<file path="src/rtl/frame_sync_detector.sv">
// Byte-parallel frame synchroniser: hunts for a two-byte sync word, verifies alignment
// over LOCK_CNT frames, then emits payload bytes with SOF/EOF and flywheels through sync errors.
module frame_sync_detector #(
    parameter int                   NBITS       = 8,
    parameter logic [2*NBITS-1:0]   SYNC_WORD   = 16'hF628,
    parameter int                   PAYLOAD_LEN = 30,
    parameter int                   LOCK_CNT    = 3,
    parameter int                   LOSS_CNT    = 4
) (
    input  logic             CLK,
    input  logic             RST,
    input  logic             EN,
    input  logic [NBITS-1:0] DATA_IN,
    output logic [NBITS-1:0] DATA_OUT,
    output logic             VALID_OUT,
    output logic             SOF_OUT,
    output logic             EOF_OUT,
    output logic             LOCKED,
    output logic [15:0]      SYNC_ERR_CNT
);

    localparam int FRAME  = PAYLOAD_LEN + 2;
    localparam int POS_W  = $clog2(FRAME);
    localparam int GOOD_W = $clog2(LOCK_CNT + 1);
    localparam int BAD_W  = $clog2(LOSS_CNT + 1);

    localparam logic [POS_W-1:0]  POS_LAST  = POS_W'(FRAME - 1);
    localparam logic [POS_W-1:0]  POS_EOF   = POS_W'(PAYLOAD_LEN - 1);
    localparam logic [POS_W-1:0]  POS_SYNC  = POS_W'(PAYLOAD_LEN);
    localparam logic [GOOD_W-1:0] GOOD_LAST = GOOD_W'(LOCK_CNT - 1);
    localparam logic [BAD_W-1:0]  BAD_LAST  = BAD_W'(LOSS_CNT - 1);

    typedef enum logic [1:0] {
        ST_HUNT,
        ST_VERIFY,
        ST_LOCKED
    } state_t;

    state_t              state_q, state_d;
    logic [POS_W-1:0]    pos_q, pos_d;
    logic [NBITS-1:0]    prev_q, prev_d;
    logic [GOOD_W-1:0]   good_q, good_d;
    logic [BAD_W-1:0]    bad_q, bad_d;
    logic [15:0]         err_q, err_d;
    logic [NBITS-1:0]    data_q, data_d;
    logic                valid_q, valid_d;
    logic                sof_q, sof_d;
    logic                eof_q, eof_d;

    logic                sync_hit;
    logic                at_check;
    logic [POS_W-1:0]    pos_inc;

    assign sync_hit = ({prev_q, DATA_IN} == SYNC_WORD);
    assign at_check = (pos_q == POS_LAST);
    assign pos_inc  = at_check ? '0 : pos_q + POS_W'(1);

    // NOTE: every variable gets its default first so no path through the block infers a latch.
    always_comb begin
        state_d = state_q;
        pos_d   = pos_q;
        prev_d  = prev_q;
        good_d  = good_q;
        bad_d   = bad_q;
        err_d   = err_q;
        data_d  = data_q;
        valid_d = 1'b0;
        sof_d   = 1'b0;
        eof_d   = 1'b0;

        if (EN) begin
            prev_d = DATA_IN;
            unique case (state_q)
                ST_HUNT: begin
                    if (sync_hit) begin
                        pos_d   = '0;
                        good_d  = GOOD_W'(1);
                        bad_d   = '0;
                        state_d = (LOCK_CNT == 1) ? ST_LOCKED : ST_VERIFY;
                    end
                end

                ST_VERIFY: begin
                    pos_d = pos_inc;
                    if (at_check) begin
                        if (sync_hit) begin
                            good_d = good_q + GOOD_W'(1);
                            if (good_q == GOOD_LAST) begin
                                state_d = ST_LOCKED;
                                bad_d   = '0;
                            end
                        end else begin
                            // The failing byte is consumed here, not re-tested as a hunt candidate.
                            state_d = ST_HUNT;
                            good_d  = '0;
                        end
                    end
                end

                ST_LOCKED: begin
                    pos_d = pos_inc;
                    if (pos_q < POS_SYNC) begin
                        data_d  = DATA_IN;
                        valid_d = 1'b1;
                        sof_d   = (pos_q == '0);
                        eof_d   = (pos_q == POS_EOF);
                    end
                    if (at_check) begin
                        if (sync_hit) begin
                            bad_d = '0;
                        end else begin
                            bad_d = bad_q + BAD_W'(1);
                            if (err_q != 16'hFFFF) begin
                                err_d = err_q + 16'd1;
                            end
                            if (bad_q == BAD_LAST) begin
                                state_d = ST_HUNT;
                                pos_d   = '0;
                                good_d  = '0;
                                bad_d   = '0;
                            end
                        end
                    end
                end

                default: begin
                    state_d = ST_HUNT;
                    pos_d   = '0;
                end
            endcase
        end
    end

    // NOTE: state registers use non-blocking assignments so each one samples pre-edge values.
    always_ff @(posedge CLK) begin
        if (RST) begin
            state_q <= ST_HUNT;
            pos_q   <= '0;
            prev_q  <= '0;
            good_q  <= '0;
            bad_q   <= '0;
            err_q   <= '0;
            data_q  <= '0;
            valid_q <= 1'b0;
            sof_q   <= 1'b0;
            eof_q   <= 1'b0;
        end else begin
            state_q <= state_d;
            pos_q   <= pos_d;
            prev_q  <= prev_d;
            good_q  <= good_d;
            bad_q   <= bad_d;
            err_q   <= err_d;
            data_q  <= data_d;
            valid_q <= valid_d;
            sof_q   <= sof_d;
            eof_q   <= eof_d;
        end
    end

    assign DATA_OUT     = data_q;
    assign VALID_OUT    = valid_q;
    assign SOF_OUT      = sof_q;
    assign EOF_OUT      = eof_q;
    assign LOCKED       = (state_q == ST_LOCKED);
    assign SYNC_ERR_CNT = err_q;

endmodule

</file>
<file path="config.mk">
export PLATFORM = sky130hd
export DESIGN_NAME = frame_sync_detector
export DESIGN_NICKNAME = d
export VERILOG_FILES = /design/src/rtl/frame_sync_detector.sv
export SDC_FILE = /design/constraint.sdc
export NUM_CORES = 1
export LEC_CHECK = 0
export ABC_AREA = 1
export CAP_MARGIN = 20
export CORE_ASPECT_RATIO = 1.2
export CORE_UTILIZATION = 58
export CTS_CLUSTER_DIAMETER = 50
export CTS_CLUSTER_SIZE = 12
export DETAILED_ROUTE_END_ITERATION = 6
export PLACE_DENSITY = 0.86
export SLEW_MARGIN = 5
export SYNTH_ARGS = -nofsm -noshare
export SYNTH_HDL_FRONTEND = slang
export SYNTH_SLANG_ARGS = --single-unit
</file>
<file path="constraint.sdc">
create_clock -name CLK -period 3.68 [get_ports CLK]
set_input_delay 0.368 -clock CLK [delete_from_list [all_inputs] [get_ports CLK]]
set_output_delay 0.368 -clock CLK [all_outputs]
set_load 0.01 [all_outputs]
</file>
==> results.md, run 1 <==
- Commonest non-fill, non-tap cell in the layout: nand2_1
- Pin count of the biggest net entering global routing: 35
- CTS sink cnt: 47
- Via count: approximately 2,400
- Synth Instances: 367
- # DRC: 0
- Drt total wl: ~5800 um
- FF-to-FF Start: pos_q[0]
- Detailed Route Iter0 Violations: approximately 170
- Final min period: about 2 ns
- Worst Skew: 0.01468 ns
- Drt pass-1 iters: 5
- CTS HTree Levels: 2
- Total core area: approximately 4100 um^2
- Number of global-route vias before repair: between 2,000 and 2,500
- Startpoint Class: primary input
- Max IR drop VDD: approximately 0.00026 V
- Worst Setup EP: SYNC_ERR_CNT[1]
- CP peak stage delay: slightly below 0.8 ns
- Global-route wire length before repair: ~9500 um
- Reg-to-reg slack, setup: roughly 1.8 ns
- Count of cell types in the netlist: 29
- CP arrival: roughly 2.2 ns
- Yosys warns: 0
- Die height: about 74 um
- HP Class: reg2reg
- Clock-pin slew on the worst setup and hold paths: approximately 0.09 ns
- Syn avg cell area: roughly 6.9 um^2
- Ant. Diodes: 0
- Area grow syn2layout: 20.65%
- Fin crit share: a little over half
- Critical Path RT: 3.91 ns
- Least-Margin Pin Slew: between 0.8 and 0.9 ns
- Max-Cap Viols: 0
- Reg-to-reg endpoint: SYNC_ERR_CNT[1]
- Critical path type: in2reg
- Clock Root Buffer: clkbuf_8
- Crit path max-delay cell type: clkdlybuf4s50_1
- R2R depth: 10
- Setup tns final: 0 ns
- Die area: between 4000 and 5000 um^2
- Slew HR: between 40% and 50%
- Register area share after synthesis: about 37%
- Setup violations, final: 0
- RSZ-0062 raised after global routing: false
- Final-report hold violation count: 0
- Cells along the critical path: clkdlybuf4s50_1, nand2_1, inv_1, nand2_1, a21oi_2, nand2_4, inv_4, nand2_1, a21oi_1
- Vias/cell: ~5.3
- Max Root-Sink Buffers: 2
- Placed cell areas: slightly below 3000 um^2
- Max Fanout on Critical Path: 17
- Top-level I/O count: 39
- Antenna violations before repair: 0
- Nets: between 400 and 500
- Routability cong.: 0.8724
- Total GRT Usage: roughly 26%
- WL/cell: roughly 13 um
- Pwr Density: ~320 nW/um^2
- Port Buf Inserts: 38
- Grt total ovfl: 0
- Post-Syn Nets: approximately 390
- Outcome: completed
- Most frequent cells in the layout: nand2_1 (74), nor2_1 (71), dfxtp_1 (47)
- Share of layout cells above drive strength 1: between 6 and 7%
- Syn Std Cell Area: 2526 um^2
- Skew-Pair Late Insertion Delay: 0.31 ns
- Post-CTS Resized: 0
- Starting Density: between 60% and 70%
- Final Instance Area: between 3000 and 4000 um^2
- Lkg Pwr: approximately 1.2 nW
- CP Launch Point: EN
- Site Rows: 25
- # Post-CTS Setup Buffers: 0
- Synthesized flop and latch total: 47
- Dominant cell type by area after synthesis: dfxtp_1
- Maximum clock rate: about 500 MHz
- Width of the chip: ~62 um
- Hold_buf cts: 0
- Detailed placement HPWL: between 4000 and 5000 um
- Synth top area share: 37.25%
- Top post-synthesis cells by area: dfxtp_1 (37%), nand2_1 (11%), nor2_1 (11%)
- Slew Viols, Final: 0
- CTS tree: yes
- CP most frequent cell: nand2_1
- CTS Buf Count: 5
- CP Capture Type: flip-flop
- Post-route ant nets: 0
-- worst max-delay path: cells and delay by family --
kind / cells / cell delay, ns
buffers and inverters: 3 / 1.08
AND/OR/NAND/NOR: 4 / 0.45
AO/OA/AOI/OAI: 2 / 0.32
-- logic make-up after synthesis --
group,synth area share [%]
compound gates,12.68
xor+xnor,3.121
fa+ha+maj,5.448
buf+inv,8.469
flops,37.25
simple gates,33.04
-- power breakdown --
part            total, W  internal (W)  switching, W  leakage, nW
clock network   0.000399      0.000206      0.000193       0.0587
registers       0.000519      0.000514    0.00000438        0.380
logic          0.0000441     0.0000176     0.0000266        0.726
-- worst min-delay path by stage --
| stage | to | slack (ns) | start | cells past startpoint |
|---|---|---|---|---|
| after detailed placement | bad_q[2] | 0.44 | bad_q[2] | 2 |
| final | bad_q[2] | 0.46 | bad_q[2] | 2 |
| after CTS | bad_q[2] | 0.46 | bad_q[2] | 2 |
| after global placement | bad_q[2] | 0.43 | bad_q[2] | 2 |
| after global routing | bad_q[2] | 0.48 | bad_q[2] | 2 |
| after floorplan | bad_q[2] | 0.42 | bad_q[2] | 2 |
-- area by class of cell --
class / instances / area (um^2)
multi-input cells: 268 / 1371
fillers: 341 / 1018
flip-flops and latches: 47 / 940.9
repair buffers: 38 / 380.4
inverters: 45 / 171.4
clock buffers: 5 / 68.82
well taps: 54 / 67.56
clock inverters: 3 / 47.55
-- routing by layer --
layer	GRT usage [%]	vias to the layer above	share of wire [%]
met4	10.34	0	1.6
li1	-	1238	-
met3	5.828	9	5.4
met1	28.64	1108	43
met2	48.96	77	50
met5	0	-	0
-- cell usage after synthesis --
master    count
a21oi_2       3
nand2_1      74
a21oi_1      28
nand3_1      17
o21ai_0      26
nor3_1        9
nor2_4        3
ha_1         11
nand3b_1      2
clkinv_1      1
a31oi_1       1
nor2_2        1
dfxtp_1      47
xor2_1        7
nand3_2       2
nor3_2        1
nand4_1       2
nand2_4       4
nor2_1       71
buf_6         2
xnor2_1       2
o21ai_1       2
nand3_4       1
buf_2         1
clkbuf_1      4
inv_4         1
inv_1        41
o21bai_1      1
inv_2         2
-- metrics by stage --
step                cells  hold slack (ns)  util [%]  setup slack (ns)  total power, W
floorplan             367           0.4215         -             2.078       0.0005538
global placement      452           0.4310     72.09             1.449       0.0005726
detailed placement    452           0.4402     72.09             1.386       0.0005740
CTS                   460           0.4646     74.95             1.703       0.0009611
global route          460           0.4759     74.95             1.528       0.0009864
finish                460           0.4607     74.95             1.683       0.0009621
-- registers in the layout, indices dropped and copies added, names as in the netlist --
signal,cells
good_q,2
pos_q,5
VALID_OUT,1
SOF_OUT,1
state_q,2
DATA_OUT,8
SYNC_ERR_CNT,16
prev_q,8
EOF_OUT,1
bad_q,3
Power figures use the tool's default switching activity.
==> run 2, diff against run 1 <==
--- a/config.mk
+++ b/config.mk
@@ -8,11 +8,11 @@
 export ABC_AREA = 1
 export CAP_MARGIN = 20
 export CORE_ASPECT_RATIO = 1.2
-export CORE_UTILIZATION = 58
+export CORE_UTILIZATION = 54
 export CTS_CLUSTER_DIAMETER = 50
 export CTS_CLUSTER_SIZE = 12
 export DETAILED_ROUTE_END_ITERATION = 6
-export PLACE_DENSITY = 0.86
+export PLACE_DENSITY = 0.81
 export SLEW_MARGIN = 5
 export SYNTH_ARGS = -nofsm -noshare
 export SYNTH_HDL_FRONTEND = slang
==> constraint.sdc (replaced) <==
create_clock -name CLK -period 1.99 [get_ports CLK]
set_input_delay 0.199 -clock CLK [delete_from_list [all_inputs] [get_ports CLK]]
set_output_delay 0.199 -clock CLK [all_outputs]
set_load 0.01 [all_outputs]
==> results.md, run 2 (synthesis gave the netlist of run 1 again) <==
- Outcome: completed
- CTS tree: yes
- HP Class: reg2reg
- CP peak stage delay: 0.56 ns
- Port Buf Inserts: 38
- Detailed placement HPWL: approximately 4200 um
- Total core area: between 4000 and 5000 um^2
- FF-to-FF Start: pos_q[1]
- Least-Margin Pin Slew: between 0.3 and 0.4 ns
- Post-route ant nets: 0
- Clock Root Buffer: clkbuf_8
- Cells along the critical path: inv_1, ha_2, clkdlybuf4s50_1
- Final worst slack: 0.2063 ns
- Commonest non-fill, non-tap cell in the layout: nand2_1
- Slew Viols, Final: 0
- WL/cell: 12.23 um
- Final min period: 1.784 ns
- # Post-CTS Setup Buffers: 0
- Hold_buf cts: 0
- Die height: 76.93 um
- Pin count of the biggest net entering global routing: 35
- Most frequent cells in the layout: nand2_1 (74), nor2_1 (71), dfxtp_1 (47)
- Reg-to-reg endpoint: SYNC_ERR_CNT[15]
- Ant. Diodes: 0
- Max-Cap Viols: 0
- Crit path max-delay cell type: clkdlybuf4s50_1
- Number of global-route vias before repair: around 2,200
- Top-level I/O count: 39
- WP buf/inv: 2
- Internal: approximately 0.0015 W
- Setup violations, final: 0
- Combinational share of power: 4.7%
- Critical Path RT: 1.79 ns
- CTS HTree Levels: 2
- Setup tns final: 0 ns
- Width of the chip: around 64 um
- Drt pass-1 iters: 4
- Pwr Density: 600.6 nW/um^2
- Switching Power: 0.0003958 W
- Area grow syn2layout: 24.32%
- CP arrival: between 1.5 and 2 ns
- WHS: 0.4594 ns
- Total GRT Usage: 24.74%
- Vias/cell: about 5.1
- Layout Utilization: between 70% and 80%
- Setup WS pre-CTS: 0.1110 ns
- Maximum clock rate: about 560 MHz
- CP Capture Type: primary output
- Site Rows: 26
- Max Fanout on Critical Path: 6
- Fin crit share: 89.63%
- CTS sink cnt: 47
- Max Root-Sink Buffers: 2
- Worst Hold Launch: bad_q[2]
- Skew-Pair Late Insertion Delay: roughly 0.30 ns
- Grt total ovfl: 0
- Reg-to-reg slack, setup: slightly above 0.2 ns
- Final-report hold violation count: 0
- Lkg Pwr: ~1.2 nW
- Detailed Route Iter0 Violations: about 130
- Sw Share: 20.99%
- Critical path type: reg2out
- Global-route wire length before repair: 9701 um
- Clk pwr share: 44.4%
- CTS Buf Count: 5
- Largest register FFs: 16
- Slew HR: 78.44%
- Dpl cells: around 460
- Max IR drop VDD: about 0.00037 V
- Worst Skew: about 0.0056 ns
- Antenna violations before repair: 0
- Post-Layout Cell Count: 471
- Reg power frac: around half
- Starting Density: a little under 60%
- R2R depth: 10
- CP top delay family: buffers and inverters
- # DRC: 0
- Via count: roughly 2,400
- Routability cong.: 0.8849
- Nets: approximately 440
- RSZ-0062 raised after global routing: false
- Worst Hold End: bad_q[2]
- Hold depth: 2
- Die area: between 4000 and 5000 um^2
- Share of layout cells above drive strength 1: about 8.7%
- Drt total wl: ~5800 um
- Startpoint Class: flip-flop
- Clock-pin slew on the worst setup and hold paths: 0.08 ns
-- run 2: cell types whose count changed in the layout (fill, tap and decap cells not counted) --
cell | previous run | this run
clkinvlp_4 | 0 | 1
buf_4 | 0 | 9
ha_2 | 0 | 1
bufinv_16 | 1 | 2
clkinv_4 | 1 | 0
inv_6 | 1 | 0
ha_1 | 11 | 10
-- run 2: worst max-delay path by stage --
| stage | startpoint | end | slack, ns | cells past startpoint |
|---|---|---|---|---|
| 2_1_floorplan | SYNC_ERR_CNT[1] | SYNC_ERR_CNT[5] | 0.39 | 9 |
| 3_3_place_gp | DATA_IN[2] | good_q[1] | 0.12 | 11 |
| 3_5_place_dp | DATA_IN[2] | good_q[1] | 0.11 | 11 |
| 4_1_cts | state_q[0] | LOCKED | 0.12 | 3 |
| 5_1_grt | state_q[1] | good_q[0] | 0.05 | 9 |
| 6_report | state_q[0] | LOCKED | 0.21 | 3 |
-- run 2: routing by layer --
| metal | up-vias | part of all wire, % | wire length, um | global-route usage, % |
|---|---|---|---|---|
| met5 | - | 0 | 0 | 0 |
| met4 | 0 | 1.1 | 62 | 7.111 |
| met3 | 6 | 4.6 | 265 | 4.167 |
| met2 | 57 | 52 | 2979 | 46.32 |
| met1 | 1081 | 43 | 2451 | 27.92 |
| li1 | 1253 | - | - | - |
-- run 2: through the flow --
step	cell area, um^2	total power, W
floorplan	2526	0.001024
global placement	3002	0.001067
detailed placement	3002	0.001069
CTS	3138	0.001898
global route	3141	0.001955
finish	3141	0.001886
-- run 2: cell type report --
type	count	area, um^2
inverter	45	171.4
tap	56	70.07
sequential	47	940.9
clock buffer	5	68.82
clock inverter	3	67.56
multi-input combinational	268	1374
fill	369	1219
timing repair buffer	47	447.9
-- run 2: worst min-delay path: stages, from the launching register on --
cell	delay (ns)
dfxtp_1	0.32
nand2_1	0.06
a21oi_1	0.04
-- run 2: power by group through the flow --
stage | Sequential, W | Clock, W | Combinational (W)
5_1_grt | 0.000961 | 0.000893 | 0.000101
3_3_place_gp | 0.000980 | 0 | 0.0000871
6_report | 0.000959 | 0.000838 | 0.0000895
3_5_place_dp | 0.000981 | 0 | 0.0000882
2_1_floorplan | 0.000978 | 0 | 0.0000460
4_1_cts | 0.000959 | 0.000851 | 0.0000888
-- run 2: what timing repair did --
| item | 4_1_cts | 5_1_grt |
|---|---|---|
| gates resized for setup | 0 | 1 |
| endpoints found under the setup margin | 0 | 1 |
| endpoints found under the hold margin | 0 | 0 |
